## src/rtl/seg_pkg.sv

```systemverilog
// Shared definitions for the seven-segment scan controller.
// Provides the BCD digit type, the scan FSM state type and the active-low
// segment patterns (bit order gfedcba, seg[6] = g).
package seg_pkg;

    typedef logic [3:0] bcd_t;

    typedef enum logic {
        GAP  = 1'b0,
        SHOW = 1'b1
    } scan_state_t;

    localparam logic [6:0] SEG_BLANK = 7'b1111111;

    localparam logic [6:0] SEG_DIGIT [0:9] = '{
        7'b1000000,  // 0
        7'b1111001,  // 1
        7'b0100100,  // 2
        7'b0110000,  // 3
        7'b0011001,  // 4
        7'b0010010,  // 5
        7'b0000010,  // 6
        7'b1111000,  // 7
        7'b0000000,  // 8
        7'b0010000   // 9
    };

endpackage

```

## src/rtl/bcd7seg.sv

```systemverilog
// BCD to seven-segment decoder, active-low outputs (gfedcba).
// Ports:
//   bcd_i  - 4-bit BCD code
//   seg_o  - active-low segment pattern; codes 10..15 give all segments off
module bcd7seg
    import seg_pkg::*;
(
    input  bcd_t       bcd_i,
    output logic [6:0] seg_o
);

    always_comb begin
        seg_o = SEG_BLANK;
        if (bcd_i <= 4'd9) begin
            seg_o = SEG_DIGIT[bcd_i];
        end
    end

endmodule

```

## src/rtl/seg_scan_ctrl.sv

```systemverilog
// Time-multiplexed scan controller for a common-anode seven-segment display.
// Holds a double-buffered frame of BCD digits and steps one shared decoder
// across the digits, starting each digit slot with an all-off blanking gap.
// Ports:
//   clk, rst   - clock, synchronous active-high reset
//   load       - strobe capturing digits_in / dp_in into the pending buffer
//   digits_in  - BCD frame, bits [3:0] = digit 0 (rightmost, an[0])
//   dp_in      - decimal point enables, active-high
//   blank_lz   - live leading-zero blanking enable
//   an         - anode selects, active-low
//   seg        - segment cathodes, active-low, gfedcba
//   dp         - decimal point cathode, active-low
//   upd_ack    - one-cycle pulse when the displayed frame is replaced
//
// state | meaning
// GAP   | first BLANK_CYCLES clocks of a slot, all anodes off
// SHOW  | rest of the slot, anode idx driven with its decoded digit
module seg_scan_ctrl
    import seg_pkg::*;
#(
    parameter int NUM_DIGITS   = 4,
    parameter int REFRESH_DIV  = 100000,
    parameter int BLANK_CYCLES = 2000
) (
    input  logic                    clk,
    input  logic                    rst,
    input  logic                    load,
    input  logic [4*NUM_DIGITS-1:0] digits_in,
    input  logic [NUM_DIGITS-1:0]   dp_in,
    input  logic                    blank_lz,
    output logic [NUM_DIGITS-1:0]   an,
    output logic [6:0]              seg,
    output logic                    dp,
    output logic                    upd_ack
);

    localparam int PW = (REFRESH_DIV > 1) ? $clog2(REFRESH_DIV) : 1;
    localparam int IW = $clog2(NUM_DIGITS);
    localparam logic [PW-1:0]         PCNT_LAST = PW'(REFRESH_DIV - 1);
    localparam logic [PW-1:0]         BLANK_END = PW'(BLANK_CYCLES);
    localparam logic [IW-1:0]         IDX_LAST  = IW'(NUM_DIGITS - 1);
    localparam logic [NUM_DIGITS-1:0] AN_ONE    = NUM_DIGITS'(1);

    logic [PW-1:0]           pcnt_q, pcnt_d;
    logic [IW-1:0]           idx_q, idx_d;
    logic [4*NUM_DIGITS-1:0] shadow_q, pend_q;
    logic [NUM_DIGITS-1:0]   shadow_dp_q, pend_dp_q;
    logic                    pend_v_q;
    logic [NUM_DIGITS-1:0]   an_q;
    logic [6:0]              seg_q;
    logic                    dp_q;
    logic                    upd_ack_q;

    logic                    slot_end, frame_wrap;
    scan_state_t             state_d;
    bcd_t                    shadow_arr [NUM_DIGITS];
    logic [NUM_DIGITS-1:0]   lz_blank;
    logic                    zero_run;
    logic [6:0]              dec_seg;

    assign slot_end   = (pcnt_q == PCNT_LAST);
    assign frame_wrap = slot_end && (idx_q == IDX_LAST);
    assign pcnt_d     = slot_end ? '0 : pcnt_q + 1'b1;
    assign idx_d      = slot_end ? ((idx_q == IDX_LAST) ? '0 : idx_q + 1'b1) : idx_q;
    assign state_d    = (pcnt_q < BLANK_END) ? GAP : SHOW;

    always_comb begin
        for (int i = 0; i < NUM_DIGITS; i++) begin
            shadow_arr[i] = shadow_q[4*i +: 4];
        end
    end

    // A digit is a leading zero when it and every digit above it are zero;
    // walking down from the top keeps a running "all zero so far" flag.
    always_comb begin
        lz_blank = '0;
        zero_run = 1'b1;
        for (int i = NUM_DIGITS - 1; i >= 0; i--) begin
            zero_run    = zero_run && (shadow_arr[i] == 4'd0);
            lz_blank[i] = blank_lz && zero_run;
        end
        lz_blank[0] = 1'b0;
    end

    bcd7seg u_dec (
        .bcd_i (shadow_arr[idx_q]),
        .seg_o (dec_seg)
    );

    always_ff @(posedge clk) begin
        if (rst) begin
            pcnt_q      <= '0;
            idx_q       <= '0;
            shadow_q    <= '0;
            shadow_dp_q <= '0;
            pend_q      <= '0;
            pend_dp_q   <= '0;
            pend_v_q    <= 1'b0;
            an_q        <= '1;
            seg_q       <= SEG_BLANK;
            dp_q        <= 1'b1;
            upd_ack_q   <= 1'b0;
        end else begin
            pcnt_q    <= pcnt_d;
            idx_q     <= idx_d;
            upd_ack_q <= 1'b0;

            // A load landing on the wrap goes straight to the display so it
            // is not held back a whole extra frame.
            if (load && frame_wrap) begin
                shadow_q    <= digits_in;
                shadow_dp_q <= dp_in;
                pend_v_q    <= 1'b0;
                upd_ack_q   <= 1'b1;
            end else if (load) begin
                pend_q    <= digits_in;
                pend_dp_q <= dp_in;
                pend_v_q  <= 1'b1;
            end else if (frame_wrap && pend_v_q) begin
                shadow_q    <= pend_q;
                shadow_dp_q <= pend_dp_q;
                pend_v_q    <= 1'b0;
                upd_ack_q   <= 1'b1;
            end

            case (state_d)
                GAP: begin
                    an_q  <= '1;
                    seg_q <= SEG_BLANK;
                    dp_q  <= 1'b1;
                end
                SHOW: begin
                    an_q  <= ~(AN_ONE << idx_q);
                    seg_q <= lz_blank[idx_q] ? SEG_BLANK : dec_seg;
                    dp_q  <= ~shadow_dp_q[idx_q];
                end
                default: begin
                    an_q  <= '1;
                    seg_q <= SEG_BLANK;
                    dp_q  <= 1'b1;
                end
            endcase
        end
    end

    assign an      = an_q;
    assign seg     = seg_q;
    assign dp      = dp_q;
    assign upd_ack = upd_ack_q;

endmodule

```

## config.mk

```make
export PLATFORM = sky130hd
export DESIGN_NAME = seg_scan_ctrl
export DESIGN_NICKNAME = d
export VERILOG_FILES = /design/src/rtl/seg_pkg.sv /design/src/rtl/bcd7seg.sv /design/src/rtl/seg_scan_ctrl.sv
export SDC_FILE = /design/constraint.sdc
export NUM_CORES = 1
export LEC_CHECK = 0
export ABC_AREA = 1
export BUFFER_PORTS_ARGS = -buffer_cell sky130_fd_sc_hd__buf_2
export CORE_MARGIN = 8
export CORE_UTILIZATION = 64
export CTS_CLUSTER_SIZE = 40
export DETAILED_ROUTE_END_ITERATION = 8
export GPL_TIMING_DRIVEN = 0
export PLACE_DENSITY = 0.95
export REMOVE_ABC_BUFFERS = 1
export SLEW_MARGIN = 20
export SYNTH_ARGS = -nofsm -noshare
export SYNTH_HDL_FRONTEND = slang
export SYNTH_HIERARCHICAL = 1
export SYNTH_SLANG_ARGS = --single-unit
```

## constraint.sdc

```tcl
create_clock -name clk -period 5.7 [get_ports clk]
set_clock_uncertainty 0.1 [all_clocks]
set_input_delay 0.57 -clock clk [delete_from_list [all_inputs] [get_ports clk]]
set_output_delay 0.57 -clock clk [all_outputs]
set_load 0.01 [all_outputs]
```

==> flow_summary.toml, run 1 <==
[sta]
period_share_pct = 47.7
finalWorstPathRequiredPeriod_ns = 2.72
timing.hold.ws_ns = 0.346
rsz0062_at_grt = "false"
final.setup.tns_ns = 0
max_slew.worst_pin.slew_ns = 0.678
slew_headroom_pct = 54.7
final-setup-viol-count = 0
postLayoutSetupSlackWorst_ns = 2.98
finalMaxSlewViolations = 0
final-hold-violation-count = 0
maxClockFrequency_mhz = 368

[critical_path]
critPathTopFamily = "compound AO/OA/AOI/OAI gates"
path_max_fanout = 17
crit_path_end_kind = "register"
worst_ep_arrival_time_ns = 2.91
crit_chain = "inv_1 > o21ai_0 > a21oi_1 > a21oi_1 > inv_1 > ha_1 > nand2_1 > inv_1 > o21ai_0 > inv_1 > nand2_1"
logic_depth_of_the_worst_register_to_register_path = 11
path_buf_inv = 4
worst_path_most_repeated_cell = "sky130_fd_sc_hd__inv_1"
critical_path.max_stage_delay_ns = 0.68
worst_path_max_delay_cell = "sky130_fd_sc_hd__dfxtp_1"
worst_setup_path_start_kind = "register"
critPathRequiredTime_ns = 5.90
setup_slack_of_the_worst_register_to_register_path_ns = 2.98
timing.rr.end = "seg[3]"
critPathKind = "register to register"
setup.worst_path.start = "idx_q[0]"
regToRegStartpoint = "idx_q[0]"

[cts]
post-cts-setup-buffers = 0
clock_sink_count = 73
cts.hold.buffers_added = 0
cts_resized = 0
cts_inserted_buffers = 9
cts_max_path_buffers = 2
clk_pin_slew_worst_paths_ns = 0.07
cts_htree_levels = 3
cts_root_buf = "sky130_fd_sc_hd__clkbuf_8"
clock_tree_from_tritoncts = "yes"
clkLatencyLatePin_ns = 0.35

[power_and_ir_drop]
p_leak_nw = 1.90
power.density_nw_per_um2 = 228
report.power.total_uw = 922
ir_worst_vdd_mv = 0.173

[drt]
antenna_left = 0
routedLengthMet1_um = 3340
post-route-drc-count = 0
detail_route.first_pass.iterations = 5
route.final.wire_length_um = 7990
route.top_layer_used = "met4"
wl_met2_um = 4010
vias = 3271
routed_wire_length_per_instance_um = 12.7
avgViaCountPerCell = 5.22
drt_iter0_drc = 191
met3_length_um = 461

[floorplanning]
starting_density_pct = 65.3
io-pin-count = 37
fp.dieArea_sq_um = 8660
core_region_area_sq_um = 5820
die_width_um = 93.1
num_rows = 28
fp.dieH_um = 93.1

[layout]
final_cell_mix = "sky130_fd_sc_hd__nand2_1 (147), sky130_fd_sc_hd__inv_1 (91), sky130_fd_sc_hd__dfxtp_1 (73)"
num_antenna_cells = 0
fraction_of_layout_cells_with_a_size_suffix_above_1_pct = 20.1
most_frequent_standard_cell_in_the_layout_excluding_fill_and_tap_cells = "sky130_fd_sc_hd__nand2_1"
finish.net_count = 583
finalInstanceArea_sq_um = 4050
area_delta_synth_final_pct = 6.49
final_core_utilization_pct = 69.6
stdcell_count = 627

[yosys]
synth_area_sq_um = 3800
synth_cells = 524
netlist-cell-type-count = 36
synth_seq_area_share_pct = 38.5
ys_ff_latch = 73
post_synth.cell_area_avg_sq_um = 7.25
synth.yosys.warnings = 6

[global_route]
first_global_vias = 3219
antenna_found_initial = 0
global_route.usage.total_pct = 19.4
grt_max_degree = 44
grt_overflow = 0
first_pass_grt_wire_length_um = 13600

[place]
pre_cts_slack_ns = 3.09
finalWeightedCongestion = 0.872
place.port_buffers = 36
placement.cell_area_sq_um = 3900
dpl.hpwl_um = 5730
numPlacedInstances = 613

[min_path]
hold-path-endpoint = "pcnt_q[0]"
worstHoldPathType = "register to register"
holdPathStages = 1
worstHoldStart = "pcnt_q[0]"

[job]
maxCapViolCount = 0

[outcome]
status = "completed"
==> cells by family (layout without fill, tap and decap cells) <==
group           after synthesis  count (layout)  synth area share, %
flops                        73              73                 38.5
xor+xnor                      2               2                0.461
compound gates              108             108                 18.6
simple gates                212             212                 25.0
buf+inv                     119             147                 14.2
fa+ha+maj                    10              10                 3.29
==> metal layers <==
layer	global-route usage, %	vias to the layer above
li1	-	1677
met3	4.01	17
met2	33.9	103
met5	0	-
met4	11.5	0
met1	21.1	1474
==> worst max path at each step <==
stage	to	cells after the start
6_report	seg[3]	11
5_1_grt	seg[3]	11
3_3_place_gp	pcnt_q[9]	6
3_5_place_dp	seg[3]	11
4_1_cts	seg[3]	11
2_1_floorplan	seg[3]	11
==> synth_stat cells <==
master / instances / area, sq um
sky130_fd_sc_hd__nor3_4: 1 / 16.3
sky130_fd_sc_hd__a31oi_1: 1 / 6.26
sky130_fd_sc_hd__nand4_4: 1 / 21.3
sky130_fd_sc_hd__o21ai_2: 3 / 26.3
sky130_fd_sc_hd__o21ai_0: 21 / 105
sky130_fd_sc_hd__nand2_1: 148 / 556
sky130_fd_sc_hd__inv_2: 5 / 18.8
sky130_fd_sc_hd__nor3_2: 3 / 30.0
sky130_fd_sc_hd__nor3_1: 7 / 35.0
sky130_fd_sc_hd__o21ai_1: 19 / 95.1
sky130_fd_sc_hd__nand4_1: 2 / 12.5
sky130_fd_sc_hd__xnor2_1: 1 / 8.76
sky130_fd_sc_hd__ha_1: 10 / 125
sky130_fd_sc_hd__nand3_2: 1 / 10.0
sky130_fd_sc_hd__a21oi_1: 23 / 115
sky130_fd_sc_hd__nand2_2: 4 / 25.0
sky130_fd_sc_hd__o21a_1: 2 / 15.0
sky130_fd_sc_hd__nand3b_1: 3 / 22.5
sky130_fd_sc_hd__nor4_1: 1 / 6.26
sky130_fd_sc_hd__a31oi_2: 1 / 12.5
sky130_fd_sc_hd__buf_4: 6 / 45.0
sky130_fd_sc_hd__or2_2: 1 / 6.26
sky130_fd_sc_hd__nand3_1: 11 / 55.1
sky130_fd_sc_hd__nor2_2: 2 / 12.5
sky130_fd_sc_hd__nor2_1: 23 / 86.3
sky130_fd_sc_hd__and2_1: 1 / 6.26
sky130_fd_sc_hd__nor3b_4: 1 / 18.8
sky130_fd_sc_hd__nand3_4: 1 / 17.5
sky130_fd_sc_hd__dfxtp_1: 73 / 1460
sky130_fd_sc_hd__xor2_1: 1 / 8.76
sky130_fd_sc_hd__nand4_2: 1 / 12.5
sky130_fd_sc_hd__inv_1: 92 / 345
sky130_fd_sc_hd__buf_6: 9 / 101
sky130_fd_sc_hd__clkbuf_1: 6 / 22.5
sky130_fd_sc_hd__a21oi_2: 38 / 333
sky130_fd_sc_hd__buf_2: 1 / 5.00
==> power breakdown <==
| group | switching (mW) | internal (mW) |
|---|---|---|
| Sequential | 0.00362 | 0.522 |
| Clock | 0.177 | 0.153 |
| Combinational | 0.0427 | 0.0234 |
==> area by class of cell <==
type,count,area (sq um)
Sequential cell,73,1460
Inverter,97,364
Multi-Input combinational cell,332,1800
Timing Repair Buffer,36,180
Tap cell,75,93.8
Clock buffer,13,139
Clock inverter,1,5.00
Fill cell,476,1770
==> flip-flops by register name, summed over array words and instances (netlist names) <==
register,cells
pcnt_q,17
dp,1
shadow_dp_q,4
idx_q,2
pend_v_q,1
shadow_q,16
an,4
seg,7
upd_ack,1
pend_dp_q,4
pend_q,16
(Power assumes the default switching activity.)
==> inputs of run 2 (changes only) <==
- CORE_UTILIZATION: 64 -> 53
- PLACE_DENSITY: 0.95 -> 0.85
- clock period: 5.7 -> 2.23 ns (I/O delays scaled with it)
==> run 2 against run 1 <==
Against the previous run: sequential share of layout area down 1.4 points; wire length down 6.7%; non-clock buffer count up 4; critical path type unchanged; final cell count grew 4.8%; first-iteration DRC count down 20%; critical path depth shrank 1; design area is 4.3% higher; worst hold slack worse by 0.32 ns; sequential power grew to 2.5 times the previous value; flip-flop and latch count stayed put.
==> flow_summary.toml, run 2 (synthesis gave the netlist of run 1 again) <==
[sta]
final-hold-violation-count = 0
maxClockFrequency_mhz = 481
period_share_pct = 93.2
slew_headroom_pct = 53.7
finalWorstPathRequiredPeriod_ns = 2.08
final-setup-viol-count = 0
timing.hold.ws_ns = 0.0304
max_slew.worst_pin.slew_ns = 0.693
finalMaxSlewViolations = 0

[critical_path]
path_max_fanout = 18
crit_chain = "clkinvlp_4 > a21oi_1 > o21ai_0 > o21ai_0 > inv_1 > ha_1 > o21ai_0 > o21ai_0 > inv_1 > nand2_1"
worst_path_max_delay_cell = "sky130_fd_sc_hd__dfxtp_4"
timing.rr.end = "seg[0]"
critical_path.max_stage_delay_ns = 0.46
logic_depth_of_the_worst_register_to_register_path = 10
regToRegStartpoint = "idx_q[0]"
worst_path_most_repeated_cell = "sky130_fd_sc_hd__o21ai_0"
worst_setup_path_start_kind = "register"
critPathKind = "register to register"
setup_slack_of_the_worst_register_to_register_path_ns = 0.15
crit_path_end_kind = "register"
critPathRequiredTime_ns = 2.37
worst_ep_arrival_time_ns = 2.21

[min_path]
worstHoldPathType = "primary input to register"
worstHoldStart = "rst"
hold-path-endpoint = "pend_v_q"
holdPathStages = 2

[layout]
most_frequent_standard_cell_in_the_layout_excluding_fill_and_tap_cells = "sky130_fd_sc_hd__nand2_1"
stdcell_count = 657
largest_register = "pcnt_q"
largest_register_ff_count = 17
largestRegisters = "pcnt_q x17, pend_q x16, shadow_q x16"
num_antenna_cells = 0
finish.net_count = 588
fraction_of_layout_cells_with_a_size_suffix_above_1_pct = 22.6
area_delta_synth_final_pct = 11.0
final_cell_mix = "sky130_fd_sc_hd__nand2_1 (147), sky130_fd_sc_hd__inv_1 (89), sky130_fd_sc_hd__dfxtp_1 (72)"
final_core_utilization_pct = 59.4

[outcome]
status = "completed"

[global_route]
antenna_found_initial = 0
first_pass_grt_wire_length_um = 12500
grt_overflow = 0
global_route.usage.total_pct = 15.2
grt_max_degree = 44
first_global_vias = 2897

[cts]
clock_sink_count = 73
clock_tree_from_tritoncts = "yes"
cts_root_buf = "sky130_fd_sc_hd__clkbuf_8"
clk_pin_slew_worst_paths_ns = 0.08
cts_htree_levels = 3
cts_max_path_buffers = 2
clkLatencyLatePin_ns = 0.35
cts_inserted_buffers = 9

[drt]
vias = 3178
detail_route.first_pass.iterations = 4
post-route-drc-count = 0
antenna_left = 0
route.final.wire_length_um = 7460
avgViaCountPerCell = 4.84
routed_wire_length_per_instance_um = 11.3
drt_iter0_drc = 153

[job]
maxCapViolCount = 0

[place]
place.port_buffers = 36
numPlacedInstances = 637
finalWeightedCongestion = 0.834
dpl.hpwl_um = 5170

[floorplanning]
core_region_area_sq_um = 7100
fp.dieArea_sq_um = 10100
starting_density_pct = 53.5
fp.dieH_um = 101
num_rows = 31
die_width_um = 101
io-pin-count = 37

[power_and_ir_drop]
p_sw_share_pct = 22.2
power.density_nw_per_um2 = 647
p_leak_nw = 1.96
combPwrFrac_pct = 6.1
ir_worst_vdd_mv = 0.378
switching_power_uw = 605
seq_power_share_pct = 49.2
power.share.clock_pct = 44.8
internal_power_mw = 2.12
==> run 2: power by group through the flow <==
stage	Clock [mW]	Combinational, mW	Sequential [mW]
after global placement	0	0.160	1.37
after floorplan	0	0.117	1.37
after global routing	1.29	0.188	1.34
after CTS	1.24	0.167	1.34
final	1.22	0.166	1.34
after detailed placement	0	0.166	1.37
==> run 2: worst max path at each step <==
| stage | slack (ns) | start | endpoint |
|---|---|---|---|
| after floorplan | 0.12 | idx_q[0] | seg[3] |
| after global placement | -0.20 | idx_q[0] | pend_dp_q[1] |
| after detailed placement | -0.26 | idx_q[0] | pend_dp_q[1] |
| after CTS | 0.05 | pcnt_q[0] | shadow_q[12] |
| after global routing | -0.006 | idx_q[0] | seg[3] |
| final | 0.15 | idx_q[0] | seg[0] |
==> run 2: worst max-delay path, delay by kind of cell (launching register included) <==
| family | cells | cell delay, ns |
|---|---|---|
| AO/OA/AOI/OAI | 5 | 0.71 |
| adder cells (fa/ha/maj) | 1 | 0.24 |
| buffers and inverters | 3 | 0.39 |
| flip-flops | 1 | 0.46 |
| AND/OR/NAND/NOR | 1 | 0.04 |
==> run 2: final cells by class <==
| class | instances | area (sq um) |
|---|---|---|
| fill | 652 | 2880 |
| multi-input combinational | 332 | 1810 |
| sequential | 73 | 1470 |
| inverter | 97 | 373 |
| timing repair buffer | 40 | 210 |
| clock buffer | 9 | 124 |
| tap | 99 | 124 |
| clock inverter | 6 | 108 |
| timing repair inverter | 1 | 5.00 |
==> run 2: routing by layer <==
| layer | GRT usage, % | routed length, um | vias up |
|---|---|---|---|
| met3 | 4.42 | 430 | 14 |
| met5 | 0 | 0 | - |
| li1 | - | - | 1677 |
| met1 | 17.0 | 3340 | 1409 |
| met4 | 6.74 | 146 | 0 |
| met2 | 26.0 | 3540 | 78 |
==> run 2: timing repair <==
action,in CTS,in global routing
cloned,0,1
hold buffers,0,0
setup endpoints to repair,47,27
gates resized for setup,3,7
buffers inserted,0,4
==> run 2: metrics by stage <==
step	cell area, sq um	worst slack (ns)	TNS [ns]	total power [mW]
floorplan	3630	0.125	0	1.49
global placement	3930	-0.202	-3.72	1.53
detailed placement	3930	-0.262	-6.21	1.54
CTS	4170	0.0478	0	2.75
global route	4220	-0.00605	-0.0115	2.82
finish	4220	0.152	0	2.73
